[config.mk]
export PLATFORM = sky130hd
export DESIGN_NAME = serial_loader
export DESIGN_NICKNAME = d
export VERILOG_FILES = /design/src/rtl/serial_loader_pkg.sv /design/src/rtl/serial_loader_uart_rx.sv /design/src/rtl/serial_loader.sv
export SDC_FILE = /design/constraint.sdc
export NUM_CORES = 1
export LEC_CHECK = 0
export CORE_ASPECT_RATIO = 1.25
export CORE_MARGIN = 2
export CORE_UTILIZATION = 25
export CTS_CLUSTER_SIZE = 20
export DETAILED_ROUTE_END_ITERATION = 12
export PLACE_DENSITY_LB_ADDON = 0.3
export SYNTH_ARGS = -nofsm -noshare
export SYNTH_HDL_FRONTEND = slang
export SYNTH_SLANG_ARGS = --single-unit
[constraint.sdc]
create_clock -name clk -period 2.87 [get_ports clk]
set_clock_uncertainty 0.1 [all_clocks]
set_input_delay 0.574 -clock clk [delete_from_list [all_inputs] [get_ports clk]]
set_output_delay 0.574 -clock clk [all_outputs]
set_load 0.02 [all_outputs]
[src/rtl/serial_loader_pkg.sv]
// Shared definitions for the serial boot loader: frame FSM encoding,
// receiver FSM encoding, the sync byte and the baud divider derivation.
package serial_loader_pkg;

  typedef enum logic [2:0] {
    WAIT_SYNC = 3'd0,
    ADDR_H    = 3'd1,
    ADDR_L    = 3'd2,
    LEN_H     = 3'd3,
    LEN_L     = 3'd4,
    DATA      = 3'd5,
    CHK       = 3'd6,
    RUN       = 3'd7
  } state_t;

  typedef enum logic [1:0] {
    RX_IDLE  = 2'd0,
    RX_START = 2'd1,
    RX_BITS  = 2'd2,
    RX_STOP  = 2'd3
  } rx_state_t;

  localparam logic [7:0] SYNC = 8'h55;

  function automatic int calc_div(input int freq, input int rate);
    return freq / rate;
  endfunction

endpackage

[src/rtl/serial_loader_uart_rx.sv]
// 8N1 serial receiver: 2-flop synchronizer, mid-bit sampling, one-cycle
// byte strobe and a one-cycle framing-error pulse when the stop bit is low.
module uart_rx_8n1
  import serial_loader_pkg::*;
#(
  parameter int clk_freq = 35000000,
  parameter int baud     = 115200
) (
  input  logic       clk,
  input  logic       reset_n,
  input  logic       rx,
  output logic [7:0] rx_data,
  output logic       rx_valid,
  output logic       rx_frame_err
);

  localparam int DIV   = calc_div(clk_freq, baud);
  localparam int CNT_W = $clog2(DIV + 1);
  localparam logic [CNT_W-1:0] CNT_ZERO = {CNT_W{1'b0}};
  localparam logic [CNT_W-1:0] CNT_ONE  = CNT_W'(1);
  localparam logic [CNT_W-1:0] CNT_HALF = CNT_W'(DIV / 2 - 1);
  localparam logic [CNT_W-1:0] CNT_FULL = CNT_W'(DIV - 1);

  logic             rx_meta_r, rx_sync_r, rx_prev_r;
  logic             rx_fall_s;
  rx_state_t        rx_state_r, rx_state_s;
  logic [CNT_W-1:0] cnt_r, cnt_s;
  logic [2:0]       bit_idx_r, bit_idx_s;
  logic [7:0]       shift_r, shift_s;
  logic             valid_r, valid_s;
  logic             ferr_r, ferr_s;

  assign rx_fall_s    = rx_prev_r & ~rx_sync_r;
  assign rx_data      = shift_r;
  assign rx_valid     = valid_r;
  assign rx_frame_err = ferr_r;

  // Synchronizer; flops reset to the idle level so reset release is no edge
  always_ff @(posedge clk or negedge reset_n) begin
    if (!reset_n) begin
      rx_meta_r <= 1'b1;
      rx_sync_r <= 1'b1;
      rx_prev_r <= 1'b1;
    end else begin
      rx_meta_r <= rx;
      rx_sync_r <= rx_meta_r;
      rx_prev_r <= rx_sync_r;
    end
  end

  // Receiver state, bit timing and registered strobes
  always_ff @(posedge clk or negedge reset_n) begin
    if (!reset_n) begin
      rx_state_r <= RX_IDLE;
      cnt_r      <= CNT_ZERO;
      bit_idx_r  <= 3'd0;
      shift_r    <= 8'h00;
      valid_r    <= 1'b0;
      ferr_r     <= 1'b0;
    end else begin
      rx_state_r <= rx_state_s;
      cnt_r      <= cnt_s;
      bit_idx_r  <= bit_idx_s;
      shift_r    <= shift_s;
      valid_r    <= valid_s;
      ferr_r     <= ferr_s;
    end
  end

  // Next-state: start re-check at DIV/2, then one sample per DIV cycles
  always_comb begin
    rx_state_s = rx_state_r;
    cnt_s      = cnt_r;
    bit_idx_s  = bit_idx_r;
    shift_s    = shift_r;
    valid_s    = 1'b0;
    ferr_s     = 1'b0;
    case (rx_state_r)
      RX_IDLE: begin
        if (rx_fall_s) begin
          rx_state_s = RX_START;
          cnt_s      = CNT_ZERO;
        end else begin
          rx_state_s = RX_IDLE;
        end
      end
      RX_START: begin
        if (cnt_r == CNT_HALF) begin
          cnt_s     = CNT_ZERO;
          bit_idx_s = 3'd0;
          if (!rx_sync_r) begin
            rx_state_s = RX_BITS;
          end else begin
            rx_state_s = RX_IDLE;
          end
        end else begin
          cnt_s = cnt_r + CNT_ONE;
        end
      end
      RX_BITS: begin
        if (cnt_r == CNT_FULL) begin
          cnt_s   = CNT_ZERO;
          shift_s = {rx_sync_r, shift_r[7:1]};
          if (bit_idx_r == 3'd7) begin
            rx_state_s = RX_STOP;
          end else begin
            bit_idx_s = bit_idx_r + 3'd1;
          end
        end else begin
          cnt_s = cnt_r + CNT_ONE;
        end
      end
      RX_STOP: begin
        if (cnt_r == CNT_FULL) begin
          cnt_s      = CNT_ZERO;
          valid_s    = rx_sync_r;
          ferr_s     = ~rx_sync_r;
          rx_state_s = RX_IDLE;
        end else begin
          cnt_s = cnt_r + CNT_ONE;
        end
      end
      default: begin
        rx_state_s = RX_IDLE;
        cnt_s      = CNT_ZERO;
      end
    endcase
  end

endmodule

[src/rtl/serial_loader.sv]
// Serial boot loader: holds the CPU in reset, writes a checksummed frame into
// memory, then releases the CPU (or releases it after an idle boot window).
module serial_loader
  import serial_loader_pkg::*;
#(
  parameter int clk_freq  = 35000000,
  parameter int baud      = 115200,
  parameter int boot_wait = 35000000
) (
  input  logic        clk,
  input  logic        reset_n,
  input  logic        rx,
  output logic [15:0] mem_addr,
  output logic [7:0]  mem_data,
  output logic        mem_we,
  output logic        cpu_reset_n,
  output logic        busy,
  output logic        error
);

  localparam int TMR_W = $clog2(boot_wait + 1);
  localparam logic [TMR_W-1:0] TMR_ZERO = {TMR_W{1'b0}};
  localparam logic [TMR_W-1:0] TMR_ONE  = TMR_W'(1);
  localparam logic [TMR_W-1:0] TMR_END  = TMR_W'(boot_wait);

  logic [7:0]       rx_data_s;
  logic             rx_valid_s, rx_ferr_s;
  state_t           state_r, state_s;
  logic [15:0]      ptr_r, ptr_s;
  logic [15:0]      len_r, len_s;
  logic [7:0]       sum_r, sum_s, sum_add_s;
  logic [TMR_W-1:0] timer_r, timer_s;
  logic             we_s, err_set_s, busy_s;
  logic [15:0]      mem_addr_r;
  logic [7:0]       mem_data_r;
  logic             mem_we_r, cpu_reset_n_r, busy_r, error_r;

  uart_rx_8n1 #(
    .clk_freq(clk_freq),
    .baud    (baud)
  ) u_rx (
    .clk         (clk),
    .reset_n     (reset_n),
    .rx          (rx),
    .rx_data     (rx_data_s),
    .rx_valid    (rx_valid_s),
    .rx_frame_err(rx_ferr_s)
  );

  assign sum_add_s   = sum_r + rx_data_s;
  assign busy_s      = (state_r != WAIT_SYNC) && (state_r != RUN);
  assign mem_addr    = mem_addr_r;
  assign mem_data    = mem_data_r;
  assign mem_we      = mem_we_r;
  assign cpu_reset_n = cpu_reset_n_r;
  assign busy        = busy_r;
  assign error       = error_r;

  // Frame state, pointer, length, checksum and idle timer
  always_ff @(posedge clk or negedge reset_n) begin
    if (!reset_n) begin
      state_r <= WAIT_SYNC;
      ptr_r   <= 16'h0000;
      len_r   <= 16'h0000;
      sum_r   <= 8'h00;
      timer_r <= TMR_ZERO;
    end else begin
      state_r <= state_s;
      ptr_r   <= ptr_s;
      len_r   <= len_s;
      sum_r   <= sum_s;
      timer_r <= timer_s;
    end
  end

  // Registered outputs; the write port holds its last address/data
  always_ff @(posedge clk or negedge reset_n) begin
    if (!reset_n) begin
      mem_addr_r    <= 16'h0000;
      mem_data_r    <= 8'h00;
      mem_we_r      <= 1'b0;
      cpu_reset_n_r <= 1'b0;
      busy_r        <= 1'b0;
      error_r       <= 1'b0;
    end else begin
      mem_we_r      <= we_s;
      cpu_reset_n_r <= (state_s == RUN);
      busy_r        <= busy_s;
      error_r       <= error_r | err_set_s;
      if (we_s) begin
        mem_addr_r <= ptr_r;
        mem_data_r <= rx_data_s;
      end else begin
        mem_addr_r <= mem_addr_r;
        mem_data_r <= mem_data_r;
      end
    end
  end

  // Frame FSM; a byte strobe takes priority over a coincident timer expiry
  always_comb begin
    state_s   = state_r;
    ptr_s     = ptr_r;
    len_s     = len_r;
    sum_s     = sum_r;
    we_s      = 1'b0;
    err_set_s = rx_ferr_s & (state_r != RUN);
    if (state_r == RUN) begin
      timer_s = timer_r;
    end else begin
      timer_s = timer_r + TMR_ONE;
    end

    if (state_r == RUN) begin
      state_s = RUN;
    end else if (rx_valid_s) begin
      timer_s = TMR_ZERO;
      case (state_r)
        WAIT_SYNC: begin
          if (rx_data_s == SYNC) begin
            state_s = ADDR_H;
          end else begin
            state_s = WAIT_SYNC;
          end
        end
        ADDR_H: begin
          ptr_s   = {rx_data_s, ptr_r[7:0]};
          sum_s   = rx_data_s;
          state_s = ADDR_L;
        end
        ADDR_L: begin
          ptr_s   = {ptr_r[15:8], rx_data_s};
          sum_s   = sum_add_s;
          state_s = LEN_H;
        end
        LEN_H: begin
          len_s   = {rx_data_s, len_r[7:0]};
          sum_s   = sum_add_s;
          state_s = LEN_L;
        end
        LEN_L: begin
          len_s = {len_r[15:8], rx_data_s};
          sum_s = sum_add_s;
          if ({len_r[15:8], rx_data_s} == 16'h0000) begin
            state_s = CHK;
          end else begin
            state_s = DATA;
          end
        end
        DATA: begin
          we_s  = 1'b1;
          sum_s = sum_add_s;
          ptr_s = ptr_r + 16'h0001;
          len_s = len_r - 16'h0001;
          if (len_r == 16'h0001) begin
            state_s = CHK;
          end else begin
            state_s = DATA;
          end
        end
        CHK: begin
          if (sum_add_s == 8'h00) begin
            state_s = RUN;
          end else begin
            err_set_s = 1'b1;
            state_s   = WAIT_SYNC;
          end
        end
        default: begin
          state_s = WAIT_SYNC;
        end
      endcase
    end else if (timer_r == TMR_END) begin
      timer_s = TMR_ZERO;
      if (state_r == WAIT_SYNC) begin
        state_s = RUN;
      end else begin
        err_set_s = 1'b1;
        state_s   = WAIT_SYNC;
      end
    end else begin
      state_s = state_r;
    end
  end

endmodule

==> results.md, run 1 <==
* FF-to-FF Start: u_rx.rx_data[0]
* Reg2reg setup slack at 0.14 ns
* CP startpoint kind: flop
* Drt pass-1 iters at 4
* WP data arrival at 2.92 ns
* Buffer and inverter count on the worst path at 0
* Die Span Y at 186 microns
* FMAX at 367 MHz
* TritonCTS buffer count at 17
* Global-route wire length before repair at 27700 microns
* Metal2 WL at 7960 microns
* Hold Fails Final Rpt at 0
* Pin count of the biggest net entering global routing at 56
* Critical Path Start: u_rx.rx_data[0]
* Die W at 149 microns
* VDD IR max at 0.333 mV
* Io pins at 31
* Top_reg_cell synth: dfrtp_1
* Clock Pin Slew Worst Setup and Hold Paths at 0.06 ns
* Ant diodes at 0
* Die ar. at 27700 sq um
* Post-synth ARST share at 100%
* Metal-1 WL at 7940 microns
* Post-Route WL at 16500 microns
* Synthesized cell area at 6600 sq um
* Crit-path leading delay family: compound AO/OA/AOI/OAI gates
* Fraction of layout cells with a size suffix above 1 at 14.6%
* Via density at 4.86
* Slowest cell on crit path: fa_1
* H-tree depth at 4
* Vias in the first global route at 5336
* CTS root buffer: clkbuf_16
* Leading cell type in the layout, fill and taps excluded: dfrtp_1
* CP dominant cell by count: and3_1
* CP max stage delay at 0.42 ns
* Final min period at 2.73 ns
* Slew @ Worst Pin at 0.549 ns
* Crit path to: cpu_reset_n
* Slew headroom at 63.4%
* Dpl hpwl at 11100 microns
* Count of cell types in the netlist at 65
* Maxcap violations at 0
* Syn Area/Cell at 9.41 sq um
* Commonest non-fill, non-tap cells in the layout: dfrtp_1 (121), o21ai_0 (86), nor2_1 (57)
* Syn_nets at 721
* Number of synthesized flops with an enable pin at 0
* Cell Pwr Density at 499 nW/um^2
* Gr ovfl total at 0
* Design area at 8090 sq um
* Multi-input logic area at 3280 sq um
* Crit path max fanout at 3
* Initial antenna violation count at 0
* Crit path cell chain: ha_1, fa_1, a211o_1, and3_1, o311ai_4, nor4_4, a31oi_2, o21ai_1, and3_1
* Vias post-DR at 5370
* Antenna-violating nets left at 0
* Slew Viols, Final at 0
* Setup TNS Final at 0 ns
* Reg area at 3110 sq um
* WP depth at 9
* Drt drc at 0
* Crit Path Class: reg -> reg
* Drt wl/cell at 15.0 microns
* Worst Hold Class: in -> async
* Mapped Cells at 701
* Final Net Count at 772
* Worst Path Required at 3.07 ns
* Post-route clock period utilization at 95.0%
* FF+latch count, synth at 124
* Placed Area at 7480 sq um
* Initial drt markers at 312
* Post-CTS Setup Repair Bufs at 0
* Worst-case clock buffer depth at 2
* Clk Latency, worst-skew pair at 0.42 ns
* Post-synthesis sequential area ratio at 47.1%
* Number of core rows at 66
* Reg2Reg Depth at 9
* Status: complete, no violations
* Synthesis Warnings at 0
* Hold buffers post-CTS at 0
* PortBufs at 30
* PostCTS Resize Cnt at 0
* Fillers at 2710
* Starting density of the core at 25.4%
* Routed wl met3 at 483 microns
* CTS tree: yes
* Final Core Density at 31.1%
* Highest metal used: met4
* Area growth syn-to-layout at 22.6%
* GP Congestion at 0.861
* TritonCTS Sinks at 124
* Tot GR Track Use at 12.6%
* Pleak at 3.53 nW
* Critical Path End Type: flop
* Core area at 26000 sq um
* Endpoints failing setup at 0
* Reg-to-reg endpoint: cpu_reset_n
==> how the worst min path moves through the flow <==
stage	startpoint	to	cells past startpoint
6_report	reset_n	timer_r[3]	1
5_1_grt	reset_n	timer_r[2]	1
4_1_cts	reset_n	busy	1
3_5_place_dp	u_rx.rx_meta_r	u_rx.rx_sync_r	0
3_3_place_gp	u_rx.rx_meta_r	u_rx.rx_sync_r	0
2_1_floorplan	reset_n	asynchronous set/reset pin	0
==> cell usage after synthesis, types with 10 or more instances <==
cell type / instances / area [sq um]
xnor2_1: 11 / 96.3
mux2i_1: 10 / 100
ha_1: 16 / 200
clkbuf_1: 26 / 97.6
dfrtp_1: 121 / 3030
a22oi_1: 12 / 90.1
nor2_1: 57 / 214
nor3_1: 16 / 80.1
and3_1: 19 / 119
nand3_1: 36 / 180
o22ai_1: 10 / 62.6
nand2_1: 52 / 195
xor2_1: 14 / 123
mux2_2: 28 / 315
nand4_1: 12 / 75.1
a21oi_1: 45 / 225
inv_1: 26 / 97.6
o21ai_0: 86 / 430
==> per-stage QoR <==
step	std cells	worst slack (ns)	hold WS (ns)	power (W)
floorplan	701	0.237	0.178	0.00185
global placement	1073	0.121	0.245	0.00191
detailed placement	1073	0.0607	0.247	0.00191
CTS	1105	0.0451	0.0409	0.00410
global route	1105	-0.0146	0.0693	0.00421
finish	1105	0.144	0.0348	0.00403
==> cell families (layout without fill, tap and decap cells) <==
| kind of cell | count (synthesis) | count (layout) | synth area share [%] |
|---|---|---|---|
| fa+ha+maj | 17 | 17 | 3.34 |
| xor+xnor | 25 | 25 | 3.32 |
| compound gates | 195 | 195 | 17.3 |
| flops | 124 | 124 | 47.1 |
| simple gates | 243 | 243 | 19.2 |
| mux | 38 | 38 | 6.30 |
| buf+inv | 59 | 123 | 3.47 |
==> metal layers <==
metal  track usage, %  up-vias
li1                 -     2639
met1             16.6     2633
met2             20.9       88
met3             2.21       10
met4             4.04        0
met5                0        -
==> power breakdown <==
part           switching [W]  internal, W  total (W)  leakage, nW
clock               0.000866      0.00130    0.00216        0.291
sequential         0.0000197      0.00177    0.00178         1.71
combinational      0.0000613    0.0000263  0.0000877         1.53
==> worst reg2reg max path, cell delays in order, from the launching register on <==
cell and delay, ns:
dfrtp_1 0.38, ha_1 0.25, fa_1 0.42, a211o_1 0.35
and3_1 0.23, o311ai_4 0.29, nor4_4 0.10, a31oi_2 0.21
o21ai_1 0.11, and3_1 0.17
==> registers in the layout, summed over array words and instances, names as in the netlist, 3 cells and up, named ones only <==
name / count
state_r: 3
mem_addr: 16
timer_r: 25
ptr_r: 16
u_rx.cnt_r: 9
len_r: 16
u_rx.rx_data: 8
sum_r: 8
u_rx.bit_idx_r: 3
mem_data: 8
==> final cells by class <==
type                       count  share of cell area (%)
multi-input combinational    518                    40.5
sequential                   124                    38.4
timing repair buffer          65                    7.29
clock buffer                  17                    5.26
tap                          340                    5.26
clock inverter                15                    2.06
inverter                      26                    1.21
Note: power is estimated with default switching activity, not from simulation.
==> run 2, diff against run 1 <==
--- a/config.mk
+++ b/config.mk
@@ -5,6 +5,7 @@
 export SDC_FILE = /design/constraint.sdc
 export NUM_CORES = 1
 export LEC_CHECK = 0
+export ABC_AREA = 0
 export CORE_ASPECT_RATIO = 1.25
 export CORE_MARGIN = 2
 export CORE_UTILIZATION = 25
@@ -14,3 +15,4 @@
 export SYNTH_ARGS = -nofsm -noshare
 export SYNTH_HDL_FRONTEND = slang
 export SYNTH_SLANG_ARGS = --single-unit
+export TNS_END_PERCENT = 100
==> results of run 2 <==
Same layout as run 1: the final DEF is identical, and so are final timing and power.
==> run 3, diff against run 2 <==
==> constraint.sdc (replaced) <==
create_clock -name clk -period 2.87 [get_ports clk]
set_clock_uncertainty 0.1 [all_clocks]
set_input_delay 0.287 -clock clk [delete_from_list [all_inputs] [get_ports clk]]
set_output_delay 0.287 -clock clk [all_outputs]
set_load 0.02 [all_outputs]
==> run 3 against run 2 <==
  * Power is 2.1% higher
  * Critical path depth stayed put
  * Die area stayed put
  * Clock-buffer cell count is 2 higher
  * Register-to-register slack hardly changed
  * Final cell count hardly changed
  * Largest power group unchanged
  * Core utilization hardly changed
  * Maximum frequency is 0.27% lower
  * Setup slack worse by 0.0074 ns
  * Sequential share of layout area hardly changed
  * Sequential power hardly changed
  * Highest routed layer unchanged
==> results.md, run 3 (synthesis results as in run 1) <==
* Ant diodes at 0
* Antenna-violating nets left at 0
* Clock Pin Slew Worst Setup and Hold Paths at 0.06 ns
* Fraction of layout cells with a size suffix above 1 at 14.3%
* Tot GR Track Use at 12.7%
* Core area at 26000 sq um
* Sw power at 0.000911 W
* Cell Pwr Density at 509 nW/um^2
* Starting density of the core at 25.4%
* VDD IR max at 0.412 mV
* Int Pwr at 0.00321 W
* Pleak at 3.53 nW
* Crit path to: cpu_reset_n
* Place WS at 0.0681 ns
* Die ar. at 27700 sq um
* Final Core Density at 31.1%
* GP Congestion at 0.841
* Post-route clock period utilization at 95.2%
* PortBufs at 30
* Dpl hpwl at 11100 microns
* H-tree depth at 4
* Tightest hold margin at 0.163 ns
* CTS root buffer: clkbuf_16
* Reg2Reg Depth at 9
* Max reg flops at 25
* Crit Path Class: reg -> reg
* CTS tree: yes
* Initial antenna violation count at 0
* Slew Viols, Final at 0
* Slew @ Worst Pin at 0.694 ns
* Gr ovfl total at 0
* TritonCTS buffer count at 17
* Reg2reg setup slack at 0.14 ns
* Drt pass-1 iters at 7
* Combinational fraction of design power at 2.1%
* WP data arrival at 2.94 ns
* Endpoints failing setup at 0
* Reg-to-reg endpoint: cpu_reset_n
* Post-Route WL at 16500 microns
* Number of core rows at 66
* Io pins at 31
* FF-to-FF Start: u_rx.rx_data[0]
* Leading cell type in the layout, fill and taps excluded: dfrtp_1
* Vias post-DR at 5415
* Maxcap violations at 0
* Drt wl/cell at 14.9 microns
* RSZ-0062 raised after global routing: yes
* Worst Hold Class: in -> reg
* Critical Path End Type: flop
* Initial drt markers at 226
* Area growth syn-to-layout at 22.7%
* Final min period at 2.73 ns
* Slew headroom at 53.7%
* Via density at 4.90
* Biggest register: timer_r
* Status: complete, no violations
* Final Net Count at 771
* Sw Share at 22.1%
* Vias in the first global route at 5424
* Worst Path Required at 3.08 ns
* TritonCTS Sinks at 124
* Clk Latency, worst-skew pair at 0.43 ns
* Clock power frac at 54.5%
* Die W at 149 microns
* WHS Path Cells at 1
* Commonest non-fill, non-tap cells in the layout: dfrtp_1 (121), o21ai_0 (86), nor2_1 (57)
* Post-route insts no fill at 1104
* Global-route wire length before repair at 27800 microns
* PnR worst setup slack at 0.136 ns
* Worst-case clock buffer depth at 2
* Sequential power share at 43.3%
* CP startpoint kind: flop
* Inst Count DP at 1071
* Drt drc at 0
* Crit path max fanout at 3
* Critical Path Start: u_rx.rx_data[0]
* Die Span Y at 186 microns
* Pin count of the biggest net entering global routing at 72
* FMAX at 366 MHz
* Hold Fails Final Rpt at 0
[run 3: through the flow]
step / area [sq um] / total power, W / TNS, ns
detailed placement: 7450 / 0.00191 / 0
floorplan: 6600 / 0.00185 / 0
CTS: 8080 / 0.00417 / 0
global placement: 7450 / 0.00190 / 0
finish: 8090 / 0.00412 / 0
global route: 8090 / 0.00427 / -0.00355
[run 3: repair_timing]
item                                    4_1_cts  5_1_grt
setup buffers                                 0        0
hold buffers                                  1        0
resized for setup                             0        1
endpoints found under the setup margin        0        2
hold endpoints to repair                     69        0
[run 3: worst min-delay path by stage]
stage                               from                    endpoint
after floorplan                  reset_n  asynchronous set/reset pin
after global placement    u_rx.rx_meta_r              u_rx.rx_sync_r
after detailed placement  u_rx.rx_meta_r              u_rx.rx_sync_r
after CTS                             rx              u_rx.rx_meta_r
after global routing                  rx              u_rx.rx_meta_r
final                                 rx              u_rx.rx_meta_r
[run 3: worst max-delay path, stage by stage, from the launching register on]
cell and delay [ns]:
dfrtp_1 0.38, ha_1 0.25, fa_1 0.42, a211o_1 0.35
and3_1 0.22, o311ai_4 0.33, nor4_4 0.10, a31oi_1 0.18
o21ai_1 0.11, and3_1 0.17
[run 3: power groups by stage]
| stage | logic (W) | clock network, W | registers, W |
|---|---|---|---|
| after detailed placement | 0.0000908 | 0 | 0.00182 |
| after global routing | 0.000104 | 0.00237 | 0.00179 |
| after global placement | 0.0000886 | 0 | 0.00182 |
| final | 0.0000870 | 0.00225 | 0.00178 |
| after floorplan | 0.0000361 | 0 | 0.00181 |
| after CTS | 0.0000923 | 0.00229 | 0.00178 |
[run 3: layout make-up]
type | instances | area [sq um]
well taps | 340 | 425
repair buffers | 64 | 572
multi-input cells | 518 | 3270
clock buffers | 19 | 453
flip-flops and latches | 124 | 3110
clock inverters | 13 | 166
fillers | 2734 | 17900
inverters | 26 | 97.6
[run 3: layer usage]
layer  vias up  wire length [microns]  part of all wire, %  GRT usage [%]
met3        21                    669                  4.1           2.72
met1      2648                   7770                   47           16.1
li1       2646                      -                    -              -
met4         0                    272                  1.7           4.69
met2       100                   7770                   47           21.1
met5         -                      0                    0              0
